`config.mk`:
```
export PLATFORM = sky130hd
export DESIGN_NAME = tri_bus_arbiter
export DESIGN_NICKNAME = d
export VERILOG_FILES = /design/src/rtl/tri_bus_arbiter.sv
export SDC_FILE = /design/constraint.sdc
export NUM_CORES = 1
export LEC_CHECK = 0
export ABC_AREA = 1
export CAP_MARGIN = 10
export CORE_ASPECT_RATIO = 0.75
export CORE_MARGIN = 5
export CORE_UTILIZATION = 49
export CTS_BUF_LIST = sky130_fd_sc_hd__clkbuf_2 sky130_fd_sc_hd__clkbuf_4 sky130_fd_sc_hd__clkbuf_8
export DETAILED_ROUTE_END_ITERATION = 7
export PLACE_DENSITY = 0.79
export SLEW_MARGIN = 20
export SYNTH_ARGS = -nofsm -noshare
export SYNTH_HDL_FRONTEND = slang
export SYNTH_SLANG_ARGS = --single-unit
```
`constraint.sdc`:
```
create_clock -name clk -period 2.8 [get_ports clk]
set_clock_uncertainty 0.2 [all_clocks]
set_input_delay 0.42 -clock clk [delete_from_list [all_inputs] [get_ports clk]]
set_output_delay 0.42 -clock clk [all_outputs]
set_load 0.1 [all_outputs]
```
`src/rtl/tri_bus_arbiter.sv`:
```
// Round-robin arbiter that lends one shared tristate pad group to NREQ requesters,
// with hi-Z turnaround between owners. Define TRI_BUS_TIMEOUT_EN to cap each grant at MAXHOLD cycles.
module tri_bus_arbiter #(
   parameter int NREQ    = 4,
   parameter int WIDTH   = 8,
   parameter int TURN    = 2,
   parameter int MAXHOLD = 16
) (
   input  logic                  clk,
   input  logic                  rst,
   input  logic [NREQ-1:0]       req,
   input  logic [NREQ*WIDTH-1:0] dat,
   output logic [NREQ-1:0]       gnt,
   output logic [WIDTH-1:0]      pad_i,
   output logic                  pad_t,
   output logic                  busy
);

   localparam int IW = (NREQ > 1) ? $clog2(NREQ) : 1;
   localparam int TW = 4;

   typedef enum logic [1:0] {
      S_IDLE,
      S_DRIVE,
      S_TURN
   } state_e;

   state_e              state_q;
   logic [NREQ-1:0]     gnt_q;
   logic [WIDTH-1:0]    pad_i_q;
   logic                pad_t_q;
   logic                busy_q;
   logic [IW-1:0]       last_q;
   logic [TW-1:0]       turn_q;

   logic [WIDTH-1:0]    dat_a [NREQ];
   logic [IW-1:0]       win_idx_d;
   logic                win_vld_d;
   logic                drive_stop;

   for (genvar n = 0; n < NREQ; n++) begin : g_dat
      assign dat_a[n] = dat[n*WIDTH +: WIDTH];
   end

`ifdef TRI_BUS_TIMEOUT_EN
   logic [7:0] hold_q;
   assign drive_stop = !req[last_q] || (hold_q == 8'(MAXHOLD));
`else
   assign drive_stop = !req[last_q];
`endif

   // Walk downward from the farthest candidate so the nearest requester after last_q wins.
   always_comb begin : rr_search
      int unsigned cand;
      // NOTE: every always_comb output gets a default first so no path leaves it unassigned (no latch).
      cand      = 0;
      win_idx_d = '0;
      win_vld_d = 1'b0;
      for (int k = NREQ; k >= 1; k--) begin
         cand = (int'(last_q) + k) % NREQ;
         if (req[cand[IW-1:0]]) begin
            win_idx_d = cand[IW-1:0];
            win_vld_d = 1'b1;
         end
      end
   end

   // NOTE: sequential state uses non-blocking assignments only; blocking stays in combinational code.
   always_ff @(posedge clk or posedge rst) begin
      if (rst) begin
         state_q <= S_IDLE;
         gnt_q   <= '0;
         pad_i_q <= '0;
         pad_t_q <= 1'b1;
         busy_q  <= 1'b0;
         last_q  <= IW'(NREQ-1);
         turn_q  <= '0;
`ifdef TRI_BUS_TIMEOUT_EN
         hold_q  <= '0;
`endif
      end else begin
         case (state_q)
            S_IDLE: begin
               if (win_vld_d) begin
                  state_q <= S_DRIVE;
                  gnt_q   <= NREQ'(1) << win_idx_d;
                  pad_i_q <= dat_a[win_idx_d];
                  pad_t_q <= 1'b0;
                  busy_q  <= 1'b1;
                  last_q  <= win_idx_d;
`ifdef TRI_BUS_TIMEOUT_EN
                  hold_q  <= 8'd1;
`endif
               end
            end
            S_DRIVE: begin
               if (drive_stop) begin
                  state_q <= S_TURN;
                  gnt_q   <= '0;
                  pad_i_q <= '0;
                  pad_t_q <= 1'b1;
                  turn_q  <= '0;
               end else begin
                  pad_i_q <= dat_a[last_q];
`ifdef TRI_BUS_TIMEOUT_EN
                  hold_q  <= hold_q + 8'd1;
`endif
               end
            end
            S_TURN: begin
               if (turn_q == TW'(TURN-1)) begin
                  state_q <= S_IDLE;
                  busy_q  <= 1'b0;
               end else begin
                  turn_q  <= turn_q + TW'(1);
               end
            end
            default: begin
               state_q <= S_IDLE;
               gnt_q   <= '0;
               pad_i_q <= '0;
               pad_t_q <= 1'b1;
               busy_q  <= 1'b0;
            end
         endcase
      end
   end

   assign gnt   = gnt_q;
   assign pad_i = pad_i_q;
   assign pad_t = pad_t_q;
   assign busy  = busy_q;

endmodule

```
==> impl_metrics.tcl, run 1 <==
set metrics [dict create \
    status "complete, no violations" \
    wl_met3_um 333 \
    fin_nets 385 \
    via_per_inst 5.11 \
    synth_area_um2 1810 \
    rr_endpoint "pad_i[0]$_DFFE_PP0P_" \
    worstSetupPathType "register to register" \
    rows 19 \
    critPathLaunchType "register" \
    required_ps 2750 \
    routed.top_layer "met4" \
    fin_crit_sh_pct 87.7 \
    vias 2024 \
    drtPass1Iterations 4 \
    cp-end-kind "register" \
    clock_sinks 22 \
    cpPeakStageDelay_ps 700 \
    initialDrtViolationCount 137 \
    initial_core_util_pct 50.1 \
    wl_per_cell_um 12.3 \
    ys_ff_latch 22 \
    postCtsSetupBuffers 0 \
    cp-endpoint "pad_i[0]$_DFFE_PP0P_" \
    stdcell_area_um2 2390 \
    drive_above_1_share_pct 12.5 \
    hold_path_class "register to register" \
    m1WireLength_mm 2.13 \
    synth_cell_types 26 \
    synth_flop_cell "dfrtp_1" \
    yosys-top-cells-area "nand2_1 (30%), dfrtp_1 (26%), nand3_1 (14%)" \
    ant_nets 0 \
    post_cts_resized 0 \
    postPlaceCellArea_um2 2320 \
    synth-edff-count 0 \
    grt_pass1_wl_mm 8.43 \
    cp.arrival_ps 2410 \
    finalCriticalPeriod_ps 2460 \
    syn_area_per_cell_um2 6.18 \
    final_max_slew_viol_count 0 \
    drv_cap 0 \
    synth_common_cells "nand2_1 (144), nand3_1 (50), dfrtp_1 (19)" \
    regToRegSetupSlack_ps 340 \
    clk_pin_slew_ps 80 \
    grt_use_total_pct 20.5 \
    hpwl_mm 3.80 \
    die_h_um 62.6 \
    maxSlewHeadroom_pct 46.4 \
    antenna_found_initial 0 \
    cp_slowest_cell "dfstp_2" \
    finalHoldViolCount 0 \
    finalSetupViolCount 0 \
    yosysTopAreaCellShare_pct 29.9 \
    ys_seq_area_share_pct 30.6 \
    die-area_um2 5020 \
    synth_warnings 0 \
    core_area_um2 3610 \
    async_reset_ff_share_pct 100 \
    portBuffers 51 \
    grt_pass1_vias 1884 \
    diodes 0 \
    worst-path-max-fanout 20 \
    cts_hold_buf 0 \
    tns_ps 0 \
    synth_top_area_cell "nand2_1" \
    syn_nets 333 \
    cts_tree "done" \
    grt_max_degree 23 \
    numCtsBuffers 3 \
    rsz0062_at_grt "no" \
    fp.dieW_um 80.2 \
    gr-total-overflow 0 \
    cp_cell_sequence "inv_4, nand2_1, nand2_1, nand2_1, nand2_2, nand2_4, nand2_2, nand2_4, nand2_2, nand2_1, nand2_1, nand2_1, nand2_1, nand2_1, nand2_1, nand2_1, nand2_1" \
    h-tree-depth 1 \
    clockRootBuffer "clkbuf_8" \
    max-clock-path-buffers 2 \
    drc 0 \
    synth.most_common_cell "nand2_1" \
    cpMostUsedCell "nand2_1" \
    ff2ff_path_depth 17 \
    crit_start "last_q[0]$_DFFE_PP1P_" \
    rr_startpoint "last_q[0]$_DFFE_PP1P_" \
    finalWeightedCongestion 0.879 \
    clk_latency_ps 260 \
    ios 52 \
    routed_wl_mm 4.86 \
    syn_inst 293 \
    fmax_mhz 407 \
    met2_length_mm 2.28 \
    worstMarginPinSlew_ps 802 \
    area_growth_pct 32.1 \
]
[critical path, delay by kind of cell, from the launching register on]
| kind | cells | cell delay, ps |
|---|---|---|
| buf+inv | 1 | 150 |
| simple gates | 16 | 1300 |
| flops | 1 | 700 |
[area by class of cell]
type / count / area, um^2
clock buffer: 3 / 41.3
tap: 52 / 65.1
timing repair buffer: 58 / 528
clock inverter: 1 / 30.0
sequential: 22 / 554
multi-input combinational: 237 / 1080
fill: 334 / 1220
inverter: 23 / 88.8
[per-layer routing]
metal	up-vias	GRT usage, %
met1	893	29.3
met5	-	0
met2	79	31.9
met3	12	3.46
li1	1040	-
met4	0	5.49
[placed cells by master, fill, tap and decap left out, types with 2 or more instances in the layout]
master	netlist	final
nand2_2	5	5
o21ai_0	7	7
clkdlybuf4s50_1	0	37
nand3_1	50	50
inv_2	4	4
clkbuf_8	0	3
ha_1	2	2
inv_1	17	17
a22oi_1	8	8
buf_4	2	21
o31ai_1	2	2
dfstp_2	3	3
nand2_1	144	144
nor2_1	9	9
dfrtp_1	19	19
nand2_4	3	3
[cells by family after synthesis]
family / synth area share, %
simple gates: 51.3
xor+xnor: 0.484
buf+inv: 9.54
compound gates: 6.63
flops: 30.6
fa+ha+maj: 1.38
[worst min-delay path by stage]
stage | from | endpoint | slack [ps] | cells past startpoint
after floorplan | rst | busy$_DFFE_PP0P_ | 210 | 1
final | pad_i[2]$_DFFE_PP0P_ | pad_i[2]$_DFFE_PP0P_ | 290 | 2
after detailed placement | gnt[0]$_DFFE_PP0P_ | gnt[0]$_DFFE_PP0P_ | 270 | 2
after CTS | gnt[0]$_DFFE_PP0P_ | gnt[0]$_DFFE_PP0P_ | 290 | 2
after global placement | pad_i[4]$_DFFE_PP0P_ | pad_i[4]$_DFFE_PP0P_ | 270 | 2
after global routing | pad_i[3]$_DFFE_PP0P_ | pad_i[3]$_DFFE_PP0P_ | 310 | 2
[metrics by stage]
| stage | hold WS [ps] | setup slack (ps) | cells | utilization [%] |
|---|---|---|---|---|
| after floorplan | 207 | 731 | 293 | - |
| after global placement | 268 | 297 | 392 | 64.2 |
| after detailed placement | 270 | 262 | 392 | 64.2 |
| after CTS | 290 | 348 | 396 | 66.2 |
| after global routing | 314 | 81.6 | 396 | 66.2 |
| final | 288 | 344 | 396 | 66.2 |
[sequential cells by signal, summed over array words and instances (netlist names)]
name / cells
gnt: 4
pad_t: 1
turn_q: 4
busy: 1
pad_i: 8
last_q: 2
state_q: 2
Power of run 1 is left out: the tool's default activity adds up to more than one toggle a clock period on the data nets, which glitch-free logic cannot reach.
==> run 2, diff against run 1 <==
--- a/config.mk
+++ b/config.mk
@@ -10,8 +10,8 @@
 export CORE_ASPECT_RATIO = 0.75
 export CORE_MARGIN = 5
-export CORE_UTILIZATION = 49
+export CORE_UTILIZATION = 45
 export CTS_BUF_LIST = sky130_fd_sc_hd__clkbuf_2 sky130_fd_sc_hd__clkbuf_4 sky130_fd_sc_hd__clkbuf_8
 export DETAILED_ROUTE_END_ITERATION = 7
-export PLACE_DENSITY = 0.79
+export PLACE_DENSITY = 0.76
 export SLEW_MARGIN = 20
 export SYNTH_ARGS = -nofsm -noshare
==> constraint.sdc (replaced) <==
create_clock -name clk -period 2.05 [get_ports clk]
set_clock_uncertainty 0.2 [all_clocks]
set_input_delay 0.3075 -clock clk [delete_from_list [all_inputs] [get_ports clk]]
set_output_delay 0.3075 -clock clk [all_outputs]
set_load 0.01 [all_outputs]
==> run 2 against run 1 <==
Against the previous run: the flow now finishes with violations (negative setup slack); utilization grew 5.6 points; first-iteration DRC count grew 23%; fmax grew 7.4%; global-route usage shrank 0.49 points; critical path depth shrank 1; final cell count grew 8.6%; via count grew 8.9%; largest cell class unchanged.
==> impl_metrics.tcl, run 2 (synthesis gave the netlist of run 1 again) <==
set metrics [dict create \
    status "finished, violations left" \
    violations "negative setup slack" \
    largest_register_ffs 8 \
    hold_path_class "primary input to async pin" \
    critPathLaunchType "register" \
    rows 20 \
    drive_above_1_share_pct 25.9 \
    layout_setup_ws_ps -236 \
    fmax_mhz 437 \
    peakVddDrop_mv 0.793 \
    p_int_uw 2640 \
    clkPwrFrac_pct 5.3 \
    worst-path-max-fanout 8 \
    via_per_inst 5.13 \
    combPwrFrac_pct 80.2 \
    grt_use_total_pct 20.1 \
    rsz0062_at_grt "yes" \
    power_switching_share_pct 50.0 \
    h-tree-depth 1 \
    clk_latency_ps 260 \
    ios 52 \
    portBuffers 51 \
    vias 2205 \
    fin_nets 416 \
    fp.dieW_um 83.2 \
    clockRootBuffer "clkbuf_8" \
    finalHoldViolCount 0 \
    grt_max_degree 23 \
    worstSetupPathType "register to register" \
    ant_nets 0 \
    layout.cells.non_filler 430 \
    die-area_um2 5400 \
    antenna_found_initial 0 \
    finalSetupViolCount 17 \
    finalWeightedCongestion 0.910 \
    required_ps 2010 \
    postPlaceCellArea_um2 2570 \
    grt_pass1_wl_mm 8.86 \
    tns_ps -3210 \
    drtPass1Iterations 5 \
    fillerInstances 318 \
    ff_latch_area_um2 554 \
    dp_cells 419 \
    worstMarginPinSlew_ps 290 \
    numCtsBuffers 3 \
    p_sw_uw 2640 \
    cp.arrival_ps 2240 \
    finalCriticalPeriod_ps 2290 \
    initial_core_util_pct 45.5 \
    maxSlewHeadroom_pct 80.6 \
    core_area_um2 3980 \
    initialDrtViolationCount 168 \
    final_max_slew_viol_count 0 \
    power_density_nw_per_um2 1850 \
    max-clock-path-buffers 2 \
    diodes 0 \
    drc 0 \
    wl_per_cell_um 13.2 \
    clock_sinks 22 \
    cts_tree "done" \
    finalPower_uw 5280 \
    grt_pass1_vias 2007 \
    die_h_um 64.9 \
    area_growth_pct 57.8 \
    clk_pin_slew_ps 70 \
    gr-total-overflow 0 \
    fin_crit_sh_pct 112 \
    routed_wl_mm 5.66 \
    p_leak_uw 0.00149 \
    p_seq_share_pct 14.5 \
    multiInputGateArea_um2 1240 \
    stdcell_area_um2 2860 \
    most-common-layout-cells "nand2_1 (126), clkdlybuf4s50_1 (51), nand3_1 (36)" \
    cp-end-kind "register" \
    final_common_cell "nand2_1" \
    place_ws_ps -316 \
    drv_cap 0 \
    hpwl_mm 4.15 \
]
==> run 2: per-stage QoR <==
| stage | hold slack [ps] | util, % |
|---|---|---|
| 2_1_floorplan | 94.5 | - |
| 3_3_place_gp | 266 | 64.6 |
| 3_5_place_dp | 269 | 64.6 |
| 4_1_cts | 186 | 67.0 |
| 5_1_grt | 217 | 71.8 |
| 6_report | 177 | 71.8 |
==> run 2: timing repair <==
action	4_1_cts	5_1_grt
cloned	0	1
pin swaps	2	36
setup buffers	2	4
hold endpoints to repair	0	0
endpoints found under the setup margin	17	19
gates resized for setup	9	37
hold buffers	0	0
==> run 2: power groups by stage <==
stage | clock, uW | combinational, uW | sequential (uW)
floorplan | 0 | 2310 | 770
global placement | 0 | 3500 | 766
detailed placement | 0 | 3550 | 768
CTS | 287 | 3710 | 761
global route | 312 | 4650 | 789
finish | 281 | 4240 | 764
==> run 2: worst paths after layout <==
check	end	slack, ps	from	depth (start not counted)
setup / recovery	pad_i[6]$_DFFE_PP0P_	-240	last_q[0]$_DFFE_PP1P_	16
hold / removal	pad_i[6]$_DFFE_PP0P_	180	rst	3
setup reg to reg	pad_i[6]$_DFFE_PP0P_	-240	last_q[0]$_DFFE_PP1P_	16
hold reg to reg	pad_i[2]$_DFFE_PP0P_	280	pad_i[2]$_DFFE_PP0P_	2
max in group asynchronous	last_q[1]$_DFFE_PP1P_	1200	rst	3
min in group clk	pad_i[2]$_DFFE_PP0P_	280	pad_i[2]$_DFFE_PP0P_	2
==> run 2: layout make-up <==
class,count,area share [%]
flip-flops and latches,22,19.4
clock buffers,4,1.71
inverters,23,3.46
repair buffers,89,29.7
well taps,55,2.41
multi-input cells,237,43.3
==> run 2: metal layers <==
metal	track usage, %	vias to the layer above	share of wire, %	routed length, um
met4	4.90	0	1.1	63
li1	-	1106	-	-
met2	33.6	91	46	2610
met5	0	-	0	0
met3	5.21	8	8.5	482
met1	26.0	1000	44	2500
==> run 2: critical path, cell delays in order (launching register included) <==
cell,delay (ps)
dfstp_2,650
clkinv_4,140
nand2_2,110
nand3_2,90
nand2_2,90
inv_2,40
nand2_4,70
nand3_4,150
clkbuf_16,210
nand3_1,80
nand2_1,60
nand2_1,50
nand2_1,50
nand2_1,50
nand2_1,50
nand2_1,50
nand2_1,40
Power figures use the tool's default switching activity.
==> run 3, diff against run 2 <==
Settings changed: CAP_MARGIN 10 to 20, CORE_MARGIN 5 to default.
==> run 3 against run 2 <==
Against the previous run: utilization is 2.0 points higher; non-clock buffer count is 6 lower; flip-flop and latch count stayed put; first-iteration DRC count is 17% lower; register-to-register slack better by 20 ps; count of clock-buffer cells in the layout stayed put; critical endpoint is now pad_i[2]$_DFFE_PP0P_; the flow still finishes with violations (negative setup slack); worst hold slack worse by 8.1 ps; fmax is 0.96% higher; sequential power is 0.9% lower; sequential share of layout area is 0.60 points higher.
==> impl_metrics.tcl, run 3 (synthesis gave the netlist of run 1 again) <==
set metrics [dict create \
    status "finished, violations left" \
    violations "negative setup slack" \
    drtPass1Iterations 5 \
    power_switching_share_pct 50.3 \
    p_leak_uw 0.00144 \
    layout_setup_ws_ps -215 \
    worst-path-max-fanout 10 \
    cp-end-kind "register" \
    via_per_inst 5.25 \
    rows 19 \
    critPathLaunchType "register" \
    finalPower_uw 5200 \
    routed_wl_mm 5.46 \
    finalCriticalPeriod_ps 2260 \
    regToRegSetupSlack_ps -210 \
    cp.arrival_ps 2270 \
    rsz0062_at_grt "yes" \
    maxSlewHeadroom_pct 58.5 \
    fin_nets 410 \
    combPwrFrac_pct 79.4 \
    h-tree-depth 1 \
    required_ps 2060 \
    final_max_slew_viol_count 0 \
    numCtsBuffers 3 \
    p_sw_uw 2610 \
    clk_pin_slew_ps 80 \
    fp.dieW_um 75.2 \
    antenna_found_initial 0 \
    tns_ps -2080 \
    diodes 0 \
    peakVddDrop_mv 0.898 \
    p_int_uw 2580 \
    drive_above_1_share_pct 19.8 \
    rr_startpoint "last_q[0]$_DFFE_PP1P_" \
    post-route-util_pct 73.8 \
    fin_crit_sh_pct 110 \
    ant_nets 0 \
    clockRootBuffer "clkbuf_8" \
    ios 52 \
    place_ws_ps -283 \
    grt_use_total_pct 25.7 \
    drv_cap 0 \
    initial_core_util_pct 48.2 \
    area_growth_pct 53.0 \
    worstSetupPathType "register to register" \
    cts_hold_buf 0 \
    cts_tree "done" \
    drc 0 \
    hold_path_class "primary input to async pin" \
    hpwl_mm 3.88 \
    fin_hold_ws_ps 169 \
    rr_endpoint "pad_i[2]$_DFFE_PP0P_" \
    die-area_um2 4280 \
    core_area_um2 3760 \
    clk_latency_ps 260 \
    gr-total-overflow 0 \
    finalHoldViolCount 0 \
    finalSetupViolCount 17 \
    largest_register_ffs 8 \
    vias 2210 \
    initialDrtViolationCount 139 \
    most-common-layout-cells "nand2_1 (134), clkdlybuf4s50_1 (51), nand3_1 (47)" \
    clkPwrFrac_pct 6.1 \
    die_h_um 56.9 \
    max-clock-path-buffers 2 \
    fmax_mhz 442 \
    p_seq_share_pct 14.6 \
    crit_start "last_q[0]$_DFFE_PP1P_" \
    grt_pass1_vias 1899 \
    wl_per_cell_um 13.0 \
    ff2ff_path_depth 15 \
    finalWeightedCongestion 0.890 \
    final_common_cell "nand2_1" \
    power_density_nw_per_um2 1880 \
    portBuffers 51 \
    cp-endpoint "pad_i[2]$_DFFE_PP0P_" \
    grt_pass1_wl_mm 8.51 \
    clock_sinks 22 \
    grt_max_degree 23 \
    fillerInstances 309 \
    worstMarginPinSlew_ps 620 \
]
run 3: changes by cell type in the layout (fill, tap and decap cells not counted), moves of 5 or more:
cell | before | now
buf_4 | 32 | 24
nand2_1 | 126 | 134
nand2_2 | 21 | 11
nand3_1 | 36 | 47
nand3_2 | 15 | 2
o21ai_1 | 0 | 5
run 3: repair_timing:
item | in CTS | in global routing
endpoints found under the setup margin | 17 | 19
gates cloned | 0 | 1
pin swaps | 3 | 4
setup buffers | 2 | 1
resized for setup | 7 | 30
run 3: worst min-delay path by stage:
stage	from	slack [ps]	to	depth (start not counted)
6_report	rst	170	pad_i[2]$_DFFE_PP0P_	3
5_1_grt	rst	210	turn_q[1]$_DFFE_PP0P_	3
4_1_cts	rst	170	pad_i[2]$_DFFE_PP0P_	3
3_5_place_dp	pad_i[3]$_DFFE_PP0P_	270	pad_i[3]$_DFFE_PP0P_	2
3_3_place_gp	gnt[0]$_DFFE_PP0P_	270	gnt[0]$_DFFE_PP0P_	2
2_1_floorplan	rst	90	busy$_DFFE_PP0P_	1
run 3: final cells by class:
type	count	area (um^2)	area share [%]
Tap cell	52	65.1	2.35
Sequential cell	22	554	20.0
Inverter	23	91.3	3.30
Multi-Input combinational cell	237	1190	43.0
Timing Repair Buffer	83	812	29.3
Clock buffer	4	55.1	1.99
run 3: worst max-delay path, stage by stage (launching register included):
cell     delay (ps)
dfstp_2         640
inv_4            90
nand2_1          90
nand2_2          70
nand2_2         120
nand3_1         110
nand3_1         100
nand2_1          50
nand2_1         130
buf_4           220
nand2_1          70
nand2_1          70
nand2_1          50
nand2_1          80
nand2_1          50
nand2_1          60
run 3: power by group through the flow:
stage	registers (uW)	clock network [uW]	logic [uW]
4_1_cts	752	320	3620
3_5_place_dp	758	0	3510
5_1_grt	775	335	4550
6_report	757	316	4120
3_3_place_gp	754	0	3450
2_1_floorplan	770	0	2310
run 3: per-stage QoR:
step                      cells  cell area [um^2]
after floorplan             293              1820
after global placement      413              2540
after detailed placement    413              2540
after CTS                   419              2630
after global routing        421              2770
final                       421              2770
run 3: layer usage:
metal | part of all wire (%) | global-route usage (%) | vias to the layer above
met5 | 0 | 0 | -
met4 | 1.5 | 5.03 | 0
met2 | 47 | 40.5 | 113
met1 | 44 | 37.6 | 1000
met3 | 7.4 | 4.24 | 8
li1 | - | - | 1089
